### src/rtl/serv_csr_seq_pkg.sv
// serv_csr_seq shared encodings.
// Selects, ops (equal to CSR source codes) and FSM states.
package serv_csr_seq_pkg;

  localparam logic [1:0] SEL_MSTATUS = 2'd0;
  localparam logic [1:0] SEL_MIE     = 2'd1;
  localparam logic [1:0] SEL_MCAUSE  = 2'd2;
  localparam logic [1:0] SEL_RSVD    = 2'd3;

  localparam logic [1:0] OP_READ  = 2'd0;
  localparam logic [1:0] OP_WRITE = 2'd1;
  localparam logic [1:0] OP_SET   = 2'd2;
  localparam logic [1:0] OP_CLR   = 2'd3;

  typedef enum logic [1:0] {
    IDLE  = 2'd0,
    SHIFT = 2'd1,
    ACK   = 2'd2
  } state_t;

endpackage

### src/rtl/serv_csr_seq_arb.sv
// Two-way round-robin arbiter.
// On update the pointer moves to prefer the non-granted side.
module serv_csr_seq_arb (
  input  logic       clk,
  input  logic       rst_n,
  input  logic [1:0] req,
  input  logic       update,
  output logic [1:0] grant
);

  logic ptr;

  always_comb begin
    grant[0] = req[0] & (~ptr | ~req[1]);
    grant[1] = req[1] & (ptr | ~req[0]);
  end

  always_ff @(posedge clk or negedge rst_n) begin
    if (!rst_n) begin
      ptr <= 1'b0;
    end else if (update) begin
      ptr <= grant[0];
    end
  end

endmodule

### src/rtl/serv_csr_seq.sv
// Word-level CSR front end: arbitrates two requesters and
// serializes each access into 32/W beats for the serial CSR datapath.
module serv_csr_seq
  import serv_csr_seq_pkg::*;
#(
  parameter int W = 1,
  parameter int B = W - 1
) (
  input  logic        i_clk,
  input  logic        i_rst_n,
  input  logic        i_a_req,
  input  logic [1:0]  i_a_sel,
  input  logic [1:0]  i_a_op,
  input  logic [31:0] i_a_wdata,
  output logic        o_a_ack,
  output logic        o_a_err,
  output logic [31:0] o_a_rdata,
  input  logic        i_b_req,
  input  logic [1:0]  i_b_sel,
  input  logic [1:0]  i_b_op,
  input  logic [31:0] i_b_wdata,
  output logic        o_b_ack,
  output logic        o_b_err,
  output logic [31:0] o_b_rdata,
  output logic        o_busy,
  output logic        o_en,
  output logic        o_cnt0to3,
  output logic        o_cnt3,
  output logic        o_cnt7,
  output logic        o_cnt11,
  output logic        o_cnt12,
  output logic        o_cnt_done,
  output logic        o_mstatus_en,
  output logic        o_mie_en,
  output logic        o_mcause_en,
  output logic [1:0]  o_csr_source,
  output logic        o_csr_d_sel,
  output logic [B:0]  o_rs1,
  input  logic [B:0]  i_q
);

  localparam int N = 32 / W;
  localparam logic [4:0] LAST = 5'(N - 1);
  localparam logic [4:0] K3   = 5'(3 / W);
  localparam logic [4:0] K7   = 5'(7 / W);
  localparam logic [4:0] K11  = 5'(11 / W);
  localparam logic [4:0] K12  = 5'(12 / W);

  state_t      state;
  state_t      state_nxt;
  logic [4:0]  cnt;
  logic        owner;
  logic [1:0]  sel;
  logic [1:0]  op;
  logic [31:0] wsh;
  logic [31:0] rsh;
  logic [31:0] rnew;
  logic [1:0]  arb_req;
  logic [1:0]  grant;
  logic        start;
  logic        last;
  logic [1:0]  req_sel;
  logic [1:0]  req_op;
  logic [31:0] req_wdata;

  // Outside IDLE the arbiter sees the owner, so update flips correctly
  assign arb_req   = (state == IDLE) ? {i_b_req, i_a_req}
                                     : {owner, ~owner};
  assign start     = (state == IDLE) & (|grant);
  assign last      = (cnt == LAST);
  assign req_sel   = grant[1] ? i_b_sel : i_a_sel;
  assign req_op    = grant[1] ? i_b_op : i_a_op;
  assign req_wdata = grant[1] ? i_b_wdata : i_a_wdata;
  assign rnew      = {i_q, rsh[31:W]};

  serv_csr_seq_arb u_arb (
    .clk    (i_clk),
    .rst_n  (i_rst_n),
    .req    (arb_req),
    .update (state == ACK),
    .grant  (grant)
  );

  always_ff @(posedge i_clk or negedge i_rst_n) begin
    if (!i_rst_n) begin
      state <= IDLE;
    end else begin
      state <= state_nxt;
    end
  end

  always_comb begin
    state_nxt = state;
    unique case (state)
      IDLE: begin
        if (start) begin
          state_nxt = (req_sel == SEL_RSVD) ? ACK : SHIFT;
        end
      end
      SHIFT: begin
        if (last) begin
          state_nxt = ACK;
        end
      end
      ACK:     state_nxt = IDLE;
      default: state_nxt = IDLE;
    endcase
  end

  always_comb begin
    o_en         = (state == SHIFT);
    o_busy       = (state != IDLE);
    o_a_ack      = (state == ACK) & ~owner;
    o_b_ack      = (state == ACK) & owner;
    o_cnt0to3    = o_en & (cnt <= K3);
    o_cnt3       = o_en & (cnt == K3);
    o_cnt7       = o_en & (cnt == K7);
    o_cnt11      = o_en & (cnt == K11);
    o_cnt12      = o_en & (cnt == K12);
    o_cnt_done   = o_en & last;
    o_mstatus_en = o_en & (sel == SEL_MSTATUS);
    o_mie_en     = o_en & (sel == SEL_MIE);
    o_mcause_en  = o_en & (sel == SEL_MCAUSE);
    o_csr_source = op;
    o_csr_d_sel  = 1'b0;
    o_rs1        = o_en ? wsh[B:0] : '0;
  end

  always_ff @(posedge i_clk or negedge i_rst_n) begin
    if (!i_rst_n) begin
      cnt       <= '0;
      owner     <= 1'b0;
      sel       <= '0;
      op        <= '0;
      wsh       <= '0;
      rsh       <= '0;
      o_a_rdata <= '0;
      o_a_err   <= 1'b0;
      o_b_rdata <= '0;
      o_b_err   <= 1'b0;
    end else begin
      if (start) begin
        owner <= grant[1];
        sel   <= req_sel;
        op    <= req_op;
        wsh   <= req_wdata;
        cnt   <= '0;
        if (req_sel == SEL_RSVD) begin
          if (grant[1]) begin
            o_b_rdata <= '0;
            o_b_err   <= 1'b1;
          end else begin
            o_a_rdata <= '0;
            o_a_err   <= 1'b1;
          end
        end
      end
      if (state == SHIFT) begin
        cnt <= cnt + 5'd1;
        wsh <= wsh >> W;
        rsh <= rnew;
        if (last) begin
          if (owner) begin
            o_b_rdata <= rnew;
            o_b_err   <= 1'b0;
          end else begin
            o_a_rdata <= rnew;
            o_a_err   <= 1'b0;
          end
        end
      end
    end
  end

endmodule

### config.mk
export PLATFORM = sky130hd
export DESIGN_NAME = serv_csr_seq
export DESIGN_NICKNAME = d
export VERILOG_FILES = /design/src/rtl/serv_csr_seq_pkg.sv /design/src/rtl/serv_csr_seq_arb.sv /design/src/rtl/serv_csr_seq.sv
export SDC_FILE = /design/constraint.sdc
export NUM_CORES = 1
export LEC_CHECK = 0
export ABC_AREA = 1
export ABC_CLOCK_PERIOD_IN_PS = 4400
export BUFFER_PORTS_ARGS = -buffer_cell sky130_fd_sc_hd__buf_2
export CORE_AREA = 3 3 110 112
export DETAILED_ROUTE_END_ITERATION = 6
export DIE_AREA = 0 0 113 115
export PLACE_DENSITY = 0.85
export SYNTH_ARGS = -nofsm -noshare
export SYNTH_HDL_FRONTEND = slang
export SYNTH_HIERARCHICAL = 1
export SYNTH_SLANG_ARGS = --single-unit
export TNS_END_PERCENT = 50
### constraint.sdc
create_clock -name i_clk -period 4.4 [get_ports i_clk]
set_clock_uncertainty 0.2 [all_clocks]
set_input_delay 0 -clock i_clk [delete_from_list [all_inputs] [get_ports i_clk]]
set_output_delay 0 -clock i_clk [all_outputs]
set_load 0.005 [all_outputs]
==> results of run 1 <==
==> placed cells by master (no fill, tap or decap), drive strengths merged <==
master	n
nand2	276
buf	166
dfrtp	142
nand3	106
dlygate4sd3	77
o21ai	51
o211ai	31
or2	30
inv	26
clkbuf	22
nor2	18
clkinv	5
nor3	4
ha	3
clkinvlp	3
a21oi	2
a211oi	1
nor4	1
o21bai	1
o31ai	1
a31oi	1
conb	1
bufinv	1
==> per-layer routing <==
layer | routed length, um | vias to the layer above | track usage (%)
met3 | 1540 | 27 | 7.58
met1 | 7050 | 2929 | 34.5
met5 | 0 | - | 0
met4 | 311 | 0 | 9.46
li1 | - | 2851 | -
met2 | 8960 | 292 | 48.0
==> logic make-up (layout without fill, tap and decap cells) <==
logic type | Yosys count | in the layout | synth area share, %
compound gates | 88 | 88 | 8.34
fa+ha+maj | 3 | 3 | 0.590
buf+inv | 73 | 300 | 5.47
flops | 142 | 142 | 55.9
other cells | 1 | 1 | 0.0590
simple gates | 435 | 435 | 29.7
==> timing repair <==
item	CTS	global route
resized for setup	0	0
hold buffers	77	0
endpoints found under the hold margin	137	0
==> power by group through the flow <==
stage               registers [mW]  clock network [mW]  logic, mW
floorplan                     2.30                   0       1.60
global placement              2.37                   0       2.24
detailed placement            2.38                   0       2.33
CTS                           2.38                1.39       2.64
global route                  2.46                1.45       3.01
finish                        2.40                1.37       2.71
==> state kept, by name (all words and copies together) (netlist names) <==
signal / count
o_a_rdata: 32
o_b_rdata: 32
wsh: 32
rsh: 31
cnt: 5
o_csr_source: 2
sel: 2
state: 2
o_a_err: 1
o_b_err: 1
owner: 1
u_arb/ptr: 1
==> cell type report <==
class / instances / area share, %
tap: 143 / 2.11
sequential: 142 / 41.9
timing repair buffer: 243 / 19.2
inverter: 26 / 1.16
clock inverter: 9 / 1.00
multi-input combinational: 527 / 29.0
clock buffer: 22 / 5.70
==> worst max-delay path, cell delays in order (launching register included) <==
cell and delay [ns]:
dfrtp_1 0.46, nor2_2 0.25, nand2_1 0.07, o21ai_0 0.15
nand2_1 0.12, nand2_1 0.12, buf_4 0.31, nor2_1 0.11
nor2_2 0.45, buf_4 0.37, o211ai_1 0.16, dlygate4sd3_1 0.64
nand3_1 0.08
==> path summary, 6_finish.rpt <==
path / from / slack (ns) / endpoint / cells past startpoint
min in group i_clk: i_a_op[1] / 0.19 / o_csr_source[1] / 4
hold / removal: i_rst_n / 0.02 / o_b_rdata[19] / 2
setup reg to reg: state[1] / 0.84 / wsh[12] / 12
hold reg to reg: wsh[27] / 0.30 / wsh[26] / 2
setup / recovery: state[1] / 0.84 / wsh[12] / 12
max in group asynchronous: i_rst_n / 2.85 / state[0] / 3
==> impl_metrics.json, run 1 <==
{
  "intPower_mw": 3.96,
  "max_freq_mhz": 281,
  "startpoint_type": "flop",
  "setup_viol": 0,
  "hold_viol_final": 0,
  "ys_seq_area_share_pct": 55.9,
  "clockPowerShare_pct": 21.1,
  "irDropWorstVdd_uv": 416,
  "post-route-period-util_pct": 80.8,
  "status": "completed",
  "postPlaceCellArea_um2": 7150,
  "start_util_pct": 56.2,
  "min_period_ns": 3.56,
  "die_h_um": 115,
  "slew_headroom_pct": 40.3,
  "fin_cells": 1112,
  "cp.arrival_ns": 3.71,
  "power.leakage_nw": 4.32,
  "synthFlopType": "dfrtp_1",
  "routed_via_density": 5.48,
  "synth.area.top_cells": "dfrtp_1 (56%), nand2_1 (16%), nand3_1 (8.2%), o211ai_1 (3.7%), o21ai_0 (3.1%)",
  "layout.nets": 1037,
  "cts.sinks": 142,
  "dp_hpwl_um": 10500,
  "drt_wl_total_um": 17900,
  "rows": 39,
  "dr.pass1.iters": 5,
  "power_density_nw_per_um2": 763,
  "syn_avg_cell_area_um2": 8.57,
  "switching_share_pct": 38.9,
  "synth_most_common_cell": "nand2_1",
  "fill_cells": 775,
  "area_growth_pct": 33.5,
  "place_ws_ns": 1.36,
  "cts_buffers": 17,
  "die_w_um": 113,
  "setup_slack_ns": 0.843,
  "synth.cell_area_um2": 6360,
  "clk_latency_ns": 0.42,
  "ant_nets": 0,
  "min_path_type": "in2async",
  "seqPwrFrac_pct": 37.0,
  "yosys-top-cells-count": "nand2_1 (274), dfrtp_1 (142), nand3_1 (104)",
  "pwr-share-comb_pct": 41.8,
  "critPathCaptureType": "flop",
  "yosysTopAreaCell": "dfrtp_1",
  "synth_enable_flop_cells": 0,
  "multiInputGateArea_um2": 2460,
  "hold_ws_ns": 0.0244,
  "final_area_um2": 8490,
  "antenna_found_initial": 0,
  "antenna-diode-count": 0,
  "worst_pin_slew_ns": 0.894,
  "fin_util_pct": 75.0,
  "power_mw": 6.48,
  "p_sw_mw": 2.52,
  "clock-root-buffer": "clkbuf_16",
  "drt_iter0_drc": 517,
  "core-area_um2": 11300,
  "ys_ff_latch": 142,
  "track_usage_pct": 28.0,
  "setup_tns_ns": 0,
  "drive_gt1_share_pct": 25.1,
  "drc": 0,
  "criticalPathCategory": "reg2reg",
  "cts_setup_buffers": 0,
  "syn_inst": 742,
  "ff_latch_area_um2": 3550,
  "grt_pass1_vias": 5984,
  "clk_pin_slew_worst_paths_ns": 0.06,
  "cts_tree": "built",
  "path_max_fanout": 37,
  "grt_max_degree": 97,
  "wl_per_cell_um": 16.1,
  "ys_warn_count": 6,
  "synth_fp_nets": 822,
  "placed_cells": 1004,
  "yosysUniqueCellTypes": 30,
  "die-area_um2": 13000,
  "place.gp.congestion": 0.818,
  "ios": 160,
  "vias": 6099,
  "drv_cap": 0,
  "synth_top_area_share_pct": 55.9,
  "numPortBuffers": 158,
  "maxSlewViolCount": 0,
  "grt_pass1_wl_um": 29000,
  "clockBufferDepth": 2,
  "rsz0062_at_grt": "false",
  "async_reset_ff_share_pct": 100,
  "h-tree-depth": 4,
  "grt-ovfl-total": 0,
  "required_ns": 4.55
}
Power figures use the tool's default switching activity.
==> inputs of run 2 (changes only) <==
--- a/config.mk
+++ b/config.mk
@@ -6,12 +6,12 @@
 export NUM_CORES = 1
 export LEC_CHECK = 0
 export ABC_AREA = 1
-export ABC_CLOCK_PERIOD_IN_PS = 4400
+export ABC_CLOCK_PERIOD_IN_PS = 3130
 export BUFFER_PORTS_ARGS = -buffer_cell sky130_fd_sc_hd__buf_2
-export CORE_AREA = 3 3 110 112
+export CORE_AREA = 3 3 120 122
 export DETAILED_ROUTE_END_ITERATION = 6
-export DIE_AREA = 0 0 113 115
-export PLACE_DENSITY = 0.85
+export DIE_AREA = 0 0 123 125
+export PLACE_DENSITY = 0.76
 export SYNTH_ARGS = -nofsm -noshare
 export SYNTH_HDL_FRONTEND = slang
 export SYNTH_HIERARCHICAL = 1
==> constraint.sdc (replaced) <==
create_clock -name i_clk -period 3.13 [get_ports i_clk]
set_clock_uncertainty 0.2 [all_clocks]
set_input_delay 0 -clock i_clk [delete_from_list [all_inputs] [get_ports i_clk]]
set_output_delay 0 -clock i_clk [all_outputs]
set_load 0.005 [all_outputs]
==> impl_metrics.json, run 2 (synthesis results as in run 1) <==
{
  "status": "completed",
  "path_max_fanout": 28,
  "min_path_type": "in2async",
  "grt_max_degree": 90,
  "worst_pin_slew_ns": 1.04,
  "setup_tns_ns": 0,
  "ant_nets": 0,
  "numPortBuffers": 158,
  "worst_r2r_path_depth": 9,
  "clockBufferDepth": 2,
  "die-area_um2": 15400,
  "cts.sinks": 142,
  "clock-root-buffer": "clkbuf_16",
  "irDropWorstVdd_uv": 557,
  "layout_common_cells": "nand2_1 (274), buf_2 (157), dfrtp_1 (142)",
  "area_growth_pct": 36.7,
  "slew_headroom_pct": 30.6,
  "drv_cap": 0,
  "h-tree-depth": 4,
  "criticalPathCategory": "reg2reg",
  "core-area_um2": 13300,
  "post-route-period-util_pct": 94.9,
  "cts_buffers": 17,
  "drive_gt1_share_pct": 25.4,
  "cts_setup_buffers": 0,
  "place_ws_ns": 0.475,
  "cts_tree": "built",
  "antenna-diode-count": 0,
  "clk_pin_slew_worst_paths_ns": 0.06,
  "start_util_pct": 47.8,
  "min_period_ns": 2.97,
  "setup_viol": 0,
  "layout_commonest_cell": "nand2_1",
  "power.leakage_nw": 4.40,
  "grt_pass1_vias": 5967,
  "grt_pass1_wl_um": 29400,
  "ios": 160,
  "rows": 42,
  "power_density_nw_per_um2": 1090,
  "clk_latency_ns": 0.43,
  "antenna_found_initial": 0,
  "max_freq_mhz": 336,
  "maxSlewViolCount": 0,
  "drt_wl_total_um": 18200,
  "startpoint_type": "flop",
  "drc": 0,
  "critPathCaptureType": "flop",
  "wl_per_cell_um": 15.8,
  "die_h_um": 125,
  "track_usage_pct": 24.3,
  "vias": 6037,
  "required_ns": 3.23,
  "drt_iter0_drc": 424,
  "rsz0062_at_grt": "false",
  "power_mw": 9.47,
  "layout.nets": 1041,
  "cp.arrival_ns": 3.07,
  "die_w_um": 123,
  "routed_via_density": 5.25,
  "grt-ovfl-total": 0,
  "place.gp.congestion": 0.792,
  "dr.pass1.iters": 5,
  "hold_viol_final": 0,
  "reg_top3": "o_a_rdata: 32 flops, o_b_rdata: 32 flops, wsh: 32 flops",
  "dp_hpwl_um": 11200,
  "setup_slack_ns": 0.158
}
[run 2: path summary, 6_finish.rpt]
check / from / to / slack [ns]
worst max-delay path: state[1] / wsh[0] / 0.16
worst min-delay path: i_rst_n / o_b_rdata[26] / 0.008
worst max register to register: state[1] / wsh[0] / 0.16
worst min register to register: o_b_rdata[0] / o_b_rdata[0] / 0.30
max in group asynchronous: i_rst_n / wsh[10] / 1.95
min in group i_clk: i_a_op[0] / o_csr_source[0] / 0.19
[run 2: metal layers]
metal	vias to the layer above	share of wire (%)	GRT usage, %	wire [um]
met5	-	0	0	0
met2	238	50	41.8	9130
met3	36	6.7	5.69	1210
met4	0	2.4	8.60	432
met1	2907	41	29.6	7380
li1	2856	-	-	-
[run 2: metrics by stage]
step	cell area [um^2]	cells	hold slack [ns]	util, %
2_1_floorplan	6360	742	-0.496	-
5_1_grt	8690	1149	0.0918	65.4
6_report	8690	1149	0.00827	65.4
4_1_cts	8690	1149	0.0389	65.3
3_5_place_dp	7250	1041	-0.0848	54.5
3_3_place_gp	7250	1041	-0.0750	54.5
[run 2: timing repair]
| action | CTS | global route |
|---|---|---|
| endpoints found under the setup margin | 0 | 3 |
| hold buffers | 77 | 0 |
| hold endpoints to repair | 130 | 0 |
| gates resized for setup | 0 | 1 |
[run 2: report_power, final]
part / internal (mW) / switching, mW / total, mW
sequential: 2.72 / 0.634 / 3.35
combinational: 1.72 / 2.10 / 3.82
clock: 1.53 / 0.776 / 2.30
[run 2: layout make-up]
class	instances	area, um^2
Fill cell	1070	4600
Sequential cell	142	3550
Clock buffer	20	457
Multi-Input combinational cell	527	2470
Tap cell	176	220
Timing Repair Buffer	247	1680
Clock inverter	11	213
Inverter	26	98.8
[run 2: critical path: stages (launching register included)]
cell and delay [ns]:
dfrtp_1 0.52, nor2_4 0.09, o21ai_0 0.28, nand2_1 0.12
nand2_1 0.27, inv_2 0.17, buf_4 0.25, o211ai_1 0.25
dlygate4sd3_1 0.61, nand3_1 0.08
